**src/rtl/alu_exec_pkg.sv**
```systemverilog
// Shared definitions for the EX-stage ALU execution unit: ALUCtrl codes
// (common with the ALU control decoder), FSM state encoding and latencies.
// Build option: ALU_EXEC_FAST_MUL_EN selects a single-cycle multiply.
package alu_exec_pkg;

   // ALUCtrl codes; every other value is treated as illegal
   localparam logic [3:0] OP_ADD     = 4'b0001;
   localparam logic [3:0] OP_SUB     = 4'b0010;
   localparam logic [3:0] OP_AND     = 4'b0011;
   localparam logic [3:0] OP_OR      = 4'b0100;
   localparam logic [3:0] OP_MUL     = 4'b0110;
   localparam logic [3:0] OP_RELU    = 4'b0111;
   localparam logic [3:0] OP_MAXPOOL = 4'b1000;
   localparam logic [3:0] OP_FC      = 4'b1001;
   localparam logic [3:0] OP_CONV    = 4'b1010;

   typedef enum logic [1:0] {
      ST_IDLE = 2'd0,
      ST_MULT = 2'd1,
      ST_DOT  = 2'd2,
      ST_FIN  = 2'd3
   } state_t;

   // Accept-to-done latency in cycles
   localparam int LAT_SINGLE = 1;

   function automatic int lat_mul(input int xlen);
`ifdef ALU_EXEC_FAST_MUL_EN
      return LAT_SINGLE;
`else
      return xlen + 1;
`endif
   endfunction

   // One byte lane per cycle plus the result cycle
   function automatic int lat_dot(input int xlen);
      return xlen / 8 + 1;
   endfunction

endpackage

```
**src/rtl/alu_exec_unit_shift_add_mul.sv**
```systemverilog
// Iterative shift-add multiplier, low XLEN bits of a*b, one multiplier bit per cycle.
// Latency: start cycle loads operands; done is high combinationally in the XLEN-th busy cycle,
// with product carrying the final sum in that same cycle. No backpressure: caller starts only when idle.
// Ports: clk, rst (async active-high), start, a, b, done, product.
module shift_add_mul #(
   parameter int XLEN = 32
) (
   input  logic            clk,
   input  logic            rst,
   input  logic            start,
   input  logic [XLEN-1:0] a,
   input  logic [XLEN-1:0] b,
   output logic            done,
   output logic [XLEN-1:0] product
);

   localparam int CW = $clog2(XLEN);

   logic            busy;
   logic [CW-1:0]   cnt;
   logic [XLEN-1:0] mcand;
   logic [XLEN-1:0] mplier;
   logic [XLEN-1:0] sum;
   logic [XLEN-1:0] sum_next;

   assign sum_next = sum + (mplier[0] ? mcand : '0);

   // Final partial sum is exposed in the last cycle so the caller can
   // register the result on the same edge as the last iteration.
   assign done    = busy && (cnt == CW'(XLEN - 1));
   assign product = sum_next;

   always_ff @(posedge clk or posedge rst) begin
      if (rst) begin
         busy   <= 1'b0;
         cnt    <= '0;
         mcand  <= '0;
         mplier <= '0;
         sum    <= '0;
      end else if (start) begin
         busy   <= 1'b1;
         cnt    <= '0;
         mcand  <= a;
         mplier <= b;
         sum    <= '0;
      end else if (busy) begin
         sum    <= sum_next;
         mcand  <= mcand << 1;
         mplier <= mplier >> 1;
         cnt    <= cnt + CW'(1);
         if (done) begin
            busy <= 1'b0;
         end
      end
   end

endmodule

```
**src/rtl/alu_exec_unit.sv**
```systemverilog
// EX-stage ALU execution unit: integer ops, multiply and CNN ops (ReLU, MaxPool, FC, Conv2d).
// Latency: 1 for simple ops/illegal, XLEN+1 for MUL/FC (1 with ALU_EXEC_FAST_MUL_EN), XLEN/8+1 for Conv2d.
// Backpressure: ready_o drops while a multi-cycle op runs; requests are held upstream until accepted.
// Ports: clk_i, rst_i (async active-high), valid_i/ready_o handshake, ALUCtrl_i, data1_i, data2_i,
//        acc_clr_i (accumulator clear), done_o strobe with data_o, zero_o, illegal_o.
// Build option: ALU_EXEC_FAST_MUL_EN -> single-cycle multiply, no MULT state, no shift_add_mul.
// XLEN must be a multiple of 8.
module alu_exec_unit
   import alu_exec_pkg::*;
#(
   parameter int XLEN = 32
) (
   input  logic            clk_i,
   input  logic            rst_i,
   input  logic            valid_i,
   input  logic [3:0]      ALUCtrl_i,
   input  logic [XLEN-1:0] data1_i,
   input  logic [XLEN-1:0] data2_i,
   input  logic            acc_clr_i,
   output logic            ready_o,
   output logic            done_o,
   output logic [XLEN-1:0] data_o,
   output logic            zero_o,
   output logic            illegal_o
);

   localparam int NLANES = lat_dot(XLEN) - LAT_SINGLE;
   localparam int LW     = (NLANES > 1) ? $clog2(NLANES) : 1;

   state_t          state, state_next;
   logic [XLEN-1:0] acc, acc_next;
   logic [XLEN-1:0] opa, opa_next;
   logic [XLEN-1:0] opb, opb_next;
   logic [LW-1:0]   lane, lane_next;
   logic            res_load;
   logic [XLEN-1:0] res_val;
   logic            res_ill;
   logic            accept;
   logic [XLEN-1:0] acc_base;
   logic signed [15:0]     lane_prod;
   logic [XLEN-1:0] lane_ext;

   // Signed max over byte lanes, sign-extended
   function automatic logic [XLEN-1:0] maxpool(input logic [XLEN-1:0] v);
      logic signed [7:0] m;
      logic signed [7:0] b;
      m = v[7:0];
      for (int k = 1; k < NLANES; k++) begin
         b = v[8*k +: 8];
         if (b > m) m = b;
      end
      return XLEN'(m);
   endfunction

   assign ready_o = (state == ST_IDLE) || (state == ST_FIN);
   assign accept  = valid_i && ready_o;

   // A clear coinciding with an FC/Conv2d accept makes that op start from 0
   assign acc_base = acc_clr_i ? '0 : acc;

   // Conv2d consumes the low byte of the shifting operand copies each cycle
   assign lane_prod = $signed(opa[7:0]) * $signed(opb[7:0]);
   assign lane_ext  = XLEN'(lane_prod);

`ifndef ALU_EXEC_FAST_MUL_EN
   logic [3:0]      op, op_next;
   logic            mul_start;
   logic            mul_done;
   logic [XLEN-1:0] mul_prod;

   shift_add_mul #(.XLEN(XLEN)) u_mul (
      .clk     (clk_i),
      .rst     (rst_i),
      .start   (mul_start),
      .a       (data1_i),
      .b       (data2_i),
      .done    (mul_done),
      .product (mul_prod)
   );
`else
   logic [XLEN-1:0] fast_prod;
   assign fast_prod = data1_i * data2_i;
`endif

   always_comb begin
      state_next = state;
      acc_next   = acc;
      opa_next   = opa;
      opb_next   = opb;
      lane_next  = lane;
      res_load   = 1'b0;
      res_val    = '0;
      res_ill    = 1'b0;
`ifndef ALU_EXEC_FAST_MUL_EN
      op_next    = op;
      mul_start  = 1'b0;
`endif
      case (state)
         ST_IDLE, ST_FIN: begin
            state_next = ST_IDLE;
            if (acc_clr_i) acc_next = '0;
            if (accept) begin
`ifndef ALU_EXEC_FAST_MUL_EN
               op_next = ALUCtrl_i;
`endif
               case (ALUCtrl_i)
                  OP_ADD:     begin res_load = 1'b1; res_val = data1_i + data2_i; end
                  OP_SUB:     begin res_load = 1'b1; res_val = data1_i - data2_i; end
                  OP_AND:     begin res_load = 1'b1; res_val = data1_i & data2_i; end
                  OP_OR:      begin res_load = 1'b1; res_val = data1_i | data2_i; end
                  OP_RELU:    begin res_load = 1'b1; res_val = data1_i[XLEN-1] ? '0 : data1_i; end
                  OP_MAXPOOL: begin res_load = 1'b1; res_val = maxpool(data1_i); end
`ifdef ALU_EXEC_FAST_MUL_EN
                  OP_MUL: begin
                     res_load = 1'b1;
                     res_val  = fast_prod;
                  end
                  OP_FC: begin
                     res_load = 1'b1;
                     res_val  = acc_base + fast_prod;
                     acc_next = res_val;
                  end
`else
                  OP_MUL, OP_FC: begin
                     mul_start  = 1'b1;
                     state_next = ST_MULT;
                  end
`endif
                  OP_CONV: begin
                     opa_next   = data1_i;
                     opb_next   = data2_i;
                     lane_next  = '0;
                     state_next = ST_DOT;
                  end
                  default: begin
                     // Unrecognised code: zero result, accumulator untouched
                     res_load = 1'b1;
                     res_ill  = 1'b1;
                  end
               endcase
            end
         end
`ifndef ALU_EXEC_FAST_MUL_EN
         ST_MULT: begin
            if (mul_done) begin
               res_load   = 1'b1;
               state_next = ST_FIN;
               if (op == OP_FC) begin
                  res_val  = acc + mul_prod;
                  acc_next = res_val;
               end else begin
                  res_val = mul_prod;
               end
            end
         end
`endif
         ST_DOT: begin
            // Accumulate directly into acc; a clear here is ignored for the running op
            acc_next  = acc + lane_ext;
            opa_next  = opa >> 8;
            opb_next  = opb >> 8;
            lane_next = lane + LW'(1);
            if (lane == LW'(NLANES - 1)) begin
               res_load   = 1'b1;
               res_val    = acc_next;
               state_next = ST_FIN;
            end
         end
         default: state_next = ST_IDLE;
      endcase
   end

   always_ff @(posedge clk_i or posedge rst_i) begin
      if (rst_i) state <= ST_IDLE;
      else       state <= state_next;
   end

   always_ff @(posedge clk_i or posedge rst_i) begin
      if (rst_i) begin
         acc       <= '0;
         opa       <= '0;
         opb       <= '0;
         lane      <= '0;
         done_o    <= 1'b0;
         data_o    <= '0;
         zero_o    <= 1'b1;
         illegal_o <= 1'b0;
`ifndef ALU_EXEC_FAST_MUL_EN
         op        <= '0;
`endif
      end else begin
         acc    <= acc_next;
         opa    <= opa_next;
         opb    <= opb_next;
         lane   <= lane_next;
         done_o <= res_load;
`ifndef ALU_EXEC_FAST_MUL_EN
         op     <= op_next;
`endif
         // Result flags move only together with a done strobe
         if (res_load) begin
            data_o    <= res_val;
            zero_o    <= (res_val == '0);
            illegal_o <= res_ill;
         end
      end
   end

endmodule

```
**config.mk**
```make
export PLATFORM = sky130hd
export DESIGN_NAME = alu_exec_unit
export DESIGN_NICKNAME = d
export VERILOG_FILES = /design/src/rtl/alu_exec_pkg.sv /design/src/rtl/alu_exec_unit_shift_add_mul.sv /design/src/rtl/alu_exec_unit.sv
export SDC_FILE = /design/constraint.sdc
export NUM_CORES = 1
export LEC_CHECK = 0
export BUFFER_PORTS_ARGS = -buffer_cell sky130_fd_sc_hd__buf_2
export CAP_MARGIN = 20
export CORE_MARGIN = 2
export CORE_UTILIZATION = 55
export DETAILED_ROUTE_END_ITERATION = 7
export PLACE_DENSITY = 0.84
export SLEW_MARGIN = 25
export SYNTH_ARGS = -nofsm -noshare
export SYNTH_HDL_FRONTEND = slang
export SYNTH_HIERARCHICAL = 1
export SYNTH_SLANG_ARGS = --single-unit
```
**constraint.sdc**
```tcl
create_clock -name clk_i -period 11.78 [get_ports clk_i]
set_clock_uncertainty 0.2 [all_clocks]
set_input_delay 0.589 -clock clk_i [delete_from_list [all_inputs] [get_ports clk_i]]
set_output_delay 0.589 -clock clk_i [all_outputs]
set_load 0.005 [all_outputs]
```
==> flow_summary_export.csv, run 1 <==
group,metric,value,unit
floorplan,coreArea,0.0419,mm2
logic_synthesis,ys_seq_area_share,25.9,%
floorplan,dieWidth,210,um
logic_synthesis,synth.distinct_cells,110,
clock_tree,cts_made_buffers,29,
logic_synthesis,netlist_area,0.0233,mm2
critical_path,slowest_stage,"fa_1",
clock_tree,clock-sinks,241,
critical_path,required,12100,ps
cells_and_area,final_cell_mix,"nand2_1, dfrtp_1, o21ai_0, a21oi_1, ha_1",
sta,clock.fmax,120,MHz
critical_path,path_buf_inv,5,
place,io_buffers,107,
routing,ant_nets,0,
floorplan,dieArea,0.0440,mm2
worst_hold_path,min_path_cells,3,
place,routabilityCongestion,1.02,
routing,first_iter_violations,2728,
global_routing,grt_usage,38.4,%
clock_tree,cts_htree_levels,1,
run,drv_cap,0,
sta,slew_headroom,25.9,%
routing,routed_wl,85900,um
sta,period_share,70.8,%
sta,maxSlewViolCount,0,
critical_path,crit_start,"opb[2]",
logic_synthesis,syn_inst,2782,
critical_path,crit_family,"compound AO/OA/AOI/OAI gates",
routing,vias,22800,
cells_and_area,layout.nets,3120,
place,placed_area,0.0242,mm2
sta,finalHoldViolCount,0,
place,dp_hpwl,65600,um
floorplan,initial_core_util,55.6,%
global_routing,grt_pass1_vias,21600,
logic_synthesis,synth_flop_cell,"dfrtp_1",
cells_and_area,layout-drive-gt1-share,9.41,%
sta,timing.final.ws_setup,3430,ps
critical_path,cp.arrival,8670,ps
routing,vias_per_cell,6.76,
logic_synthesis,syn_area_per_cell,8.37,um2
logic_synthesis,ys_warn_count,6,
floorplan,row_count,75,
cells_and_area,layout_commonest_cell,"nand2_1",
critical_path,reg2reg_from,"opb[2]",
clock_tree,cts_tree,"built",
critical_path,cp_max_fo,17,
floorplan,die_y,210,um
logic_synthesis,syn-num-nets,3098,
clock_tree,ctsResizeCount,0,
sta,worst_pin_slew,1110,ps
critical_path,cp-start-kind,"flip-flop",
sta,setup_violations,0,
cells_and_area,fin_util,60.2,%
clock_tree,cts_root_buf,"clkbuf_16",
clock_tree,clk_pin_slew_worst_paths,70,ps
global_routing,grt.overflow.total,0,
worst_hold_path,min-delay-start,"data2_i[7]",
logic_synthesis,synth_edf_count,0,
critical_path,max_stage_delay,540,ps
global_routing,grt_max_degree,153,
clock_tree,cts_max_path_buffers,3,
logic_synthesis,synth-seq-cells,241,
cells_and_area,syn_to_final_growth,8.18,%
critical_path,critPathKind,"reg2reg",
cells_and_area,fin_area,0.0252,mm2
sta,tns,0,ps
worst_hold_path,hp-class,"in2reg",
sta,period_needed,8350,ps
routing,first_pass_iters,7,
clock_tree,clkLatencyLatePin,610,ps
place,pre_cts_slack,3410,ps
routing,drc_errors,0,
outcome,status,"completed",
critical_path,cp.depth,32,
global_routing,grt_pass1_wl,130000,um
logic_synthesis,async_reset_ff_share,100,%
global_routing,antenna_found_initial,2,
floorplan,io_pins,108,
critical_path,cp-end-kind,"flip-flop",
sta,rsz0062_at_grt,"false",
routing,wl_per_cell,25.5,um
critical_path,r2r_cells,32,
[per-stage QoR]
stage	hold slack, ps	cells
2_1_floorplan	250	2782
4_1_cts	108	3365
3_3_place_gp	264	3310
5_1_grt	142	3367
6_report	119	3369
3_5_place_dp	275	3310
[path summary, 6_finish.rpt]
kind,to,slack [ps]
worst min-delay path,u_mul/mplier[7],120
max in group asynchronous,data_o[3],9430
worst max-delay path,zero_o,3430
worst max register to register,zero_o,3430
min in group asynchronous,u_mul/mplier[14],520
worst min register to register,opa[22],290
[metal layers]
layer,GRT usage (%),up-vias,routed length [um]
met3,9.13,315,10400
met1,51.5,10900,33900
met5,0,-,0
met2,57.7,1418,36100
met4,19.8,0,5510
li1,-,10100,-
[cells by family (layout without fill, tap and decap cells)]
| family | after synthesis | after routing | share of synthesized area, % |
|---|---|---|---|
| adders and majority gates | 244 | 244 | 15.0 |
| xor gates and xnor gates | 155 | 155 | 5.83 |
| other | 0 | 3 | 0 |
| buffers and inverters | 293 | 338 | 5.11 |
| DFF | 241 | 241 | 25.9 |
| and+or+nand+nor | 807 | 807 | 16.5 |
| muxes | 150 | 150 | 6.59 |
| AOI/OAI and AO/OA | 892 | 892 | 25.1 |
[area by class of cell]
class	instances	area, um2
inverters	146	556
clock inverters	19	185
multi-input cells	2248	16100
fillers	3696	16700
flip-flops and latches	241	6040
repair buffers	138	796
diodes	3	7.51
well taps	539	674
clock buffers	35	798
[state kept, by name (all words and copies together) (netlist names), 2 cells and up]
signal / count
u_mul/mcand: 32
opb: 32
acc: 32
lane: 2
u_mul/cnt: 5
op: 4
u_mul/mplier: 32
data_o: 32
state: 2
u_mul/sum: 32
opa: 32
[cell usage after synthesis (10+ instances only)]
cell,number,area [um2]
mux2i_1,136,1360
nor3_1,34,170
fa_1,59,1180
and3_1,18,113
o21ai_0,232,1160
o21bai_1,22,165
a211o_1,11,96.3
clkbuf_1,117,439
o31ai_1,15,113
or3_1,13,81.3
nor2_1,168,631
o21ai_1,19,95.1
nand4_1,29,181
nand2b_1,23,144
dfrtp_1,240,6010
inv_1,143,537
a21oi_1,231,1160
o2111ai_1,10,87.6
nand2_1,320,1200
and2_1,82,513
o22ai_1,17,106
xor2_1,67,587
a22o_1,34,298
a31oi_1,28,175
mux2_2,12,135
a22oi_1,25,188
xnor2_1,88,771
o211ai_1,22,165
o21a_1,22,165
a211oi_1,26,195
ha_1,185,2310
a21o_1,45,338
nor2b_1,19,119
buf_2,12,60.1
nand3_1,43,215
[worst reg2reg max path, delay by kind of cell (launching register included)]
family,cells,cell delay [ps]
and+or+nand+nor,8,1210
buffers and inverters,5,440
xor gates and xnor gates,2,320
adders and majority gates,6,2790
AOI/OAI and AO/OA,11,2820
DFF,1,490
[what timing repair did]
item / 4_1_cts / 5_1_grt
endpoints found under the hold margin: 37 / 0
setup buffers: 0 / 0
hold buffers: 1 / 0
Power of run 1 is not shown: default switching activity piles up to over one toggle a cycle in this logic, so the estimate is an artifact.
==> inputs of run 2 (changes only) <==
==> constraint.sdc (replaced) <==
create_clock -name clk_i -period 8.45 [get_ports clk_i]
set_clock_uncertainty 0.2 [all_clocks]
set_input_delay 0.4225 -clock clk_i [delete_from_list [all_inputs] [get_ports clk_i]]
set_output_delay 0.4225 -clock clk_i [all_outputs]
set_load 0.005 [all_outputs]
==> flow_summary_export.csv, run 2 (synthesis gave the netlist of run 1 again) <==
group,metric,value,unit
outcome,violations,"DRC",
sta,maxSlewViolCount,0,
critical_path,critPathKind,"in2reg",
place,routabilityCongestion,1.04,
clock_tree,clkLatencyLatePin,590,ps
outcome,status,"finished, violations left",
floorplan,initial_core_util,55.6,%
routing,first_pass_iters,8,
critical_path,required,8730,ps
critical_path,cp-end-kind,"flip-flop",
floorplan,io_pins,108,
floorplan,dieWidth,210,um
clock_tree,clock-sinks,241,
floorplan,die_y,210,um
cells_and_area,syn_to_final_growth,9.69,%
cells_and_area,layout.nets,3154,
cells_and_area,layout_commonest_cell,"nand2_1",
global_routing,grt_pass1_wl,129000,um
clock_tree,cts_root_buf,"clkbuf_16",
place,io_buffers,107,
worst_hold_path,hp-class,"in2reg",
routing,routed_wl,84900,um
clock_tree,cts_max_path_buffers,3,
routing,wl_per_cell,25.0,um
clock_tree,cts_htree_levels,1,
routing,first_iter_violations,2697,
global_routing,grt_usage,38.0,%
sta,worst_pin_slew,1170,ps
sta,slew_headroom,21.5,%
clock_tree,clk_pin_slew_worst_paths,60,ps
clock_tree,cts_tree,"built",
critical_path,cp-start-kind,"input port",
cells_and_area,layout-drive-gt1-share,9.58,%
global_routing,grt_pass1_vias,21900,
floorplan,coreArea,0.0419,mm2
routing,vias,22700,
critical_path,cp_max_fo,13,
routing,ant_nets,0,
routing,vias_per_cell,6.69,
global_routing,met1_usage,50.2,%
sta,worst_hold_slack,9.64,ps
worst_hold_path,min-delay-start,"ALUCtrl_i[0]",
global_routing,grtUsageMet2,57.8,%
global_routing,grt_max_degree,114,
critical_path,crit_start,"data1_i[4]",
global_routing,grtUsageMet3,9.74,%
floorplan,dieArea,0.0440,mm2
global_routing,top_usage_layer,"met2",
critical_path,reg2reg_from,"opa[5]",
critical_path,cp.arrival,8410,ps
sta,setup_violations,0,
cells_and_area,final_cell_mix,"nand2_1, dfrtp_1, o21ai_0, a21oi_1, ha_1",
sta,finalHoldViolCount,0,
cells_and_area,n_antenna_cell,0,
place,dp_hpwl,64600,um
global_routing,grt.overflow.total,0,
clock_tree,cts_made_buffers,28,
sta,period_share,96.2,%
run,drv_cap,0,
floorplan,row_count,75,
global_routing,antenna_found_initial,1,
routing,drc_errors,1,
sta,clock.fmax,123,MHz
sta,period_needed,8130,ps
[run 2: final cells by class]
cell class / instances / area (um2)
clock inverters: 8 / 129
multi-input cells: 2248 / 16200
fillers: 3654 / 16300
well taps: 539 / 674
clock buffers: 44 / 821
inverters: 146 / 556
repair buffers: 173 / 1110
flip-flops and latches: 241 / 6040
[run 2: metrics by stage]
stage	TNS (ps)	cells	util [%]	setup WS [ps]	cell area [um2]
3_3_place_gp	0	3315	57.8	543	24200
2_1_floorplan	0	2782	-	877	23300
4_1_cts	0	3396	60.8	131	25400
3_5_place_dp	0	3315	57.8	178	24200
5_1_grt	-2.30	3399	61.0	-2.30	25500
6_report	0	3399	61.0	319	25500
[run 2: layer usage]
metal  up-vias  wire [um]
met5         -         11
met4         2       5230
met3       324       9840
met2      1361      36200
met1     10900      33500
li1      10200          -
[run 2: path summary, 6_finish.rpt]
check / end / slack, ps / cells past startpoint
min reg2reg: opa[11] / 280 / 2
min: op[0] / 10 / 3
max in group asynchronous: lane[1] / 6540 / 4
max: zero_o / 320 / 28
min in group asynchronous: u_mul/mplier[16] / 220 / 3
max reg2reg: zero_o / 530 / 33
[run 2: repair_timing]
action                                  4_1_cts  5_1_grt
endpoints found under the setup margin        0        5
endpoints found under the hold margin       121        0
gates resized for setup                       0       15
buffers inserted                              0        3
hold buffers                                 29        0
[run 2: worst max-delay path, stage by stage]
cell and delay [ps]:
dlygate4sd3_1 520, buf_2 250, inv_1 100, ha_1 320, and4_1 190, a41o_1 260
a32oi_4 450, mux2i_4 380, ha_1 310, nor4b_1 180, o2bb2ai_1 130, nor3_1 350
nand2_1 420, mux2i_1 440, inv_1 80, ha_1 300, and4_1 220, a41o_1 250
a32oi_1 240, a311oi_1 100, a21bo_1 230, nand2_1 240, o31a_1 380, nor4_1 620
nand4_1 250, nor4_2 340, nand4_1 120, o31ai_1 300
Power of run 2 is left out for the same reason.
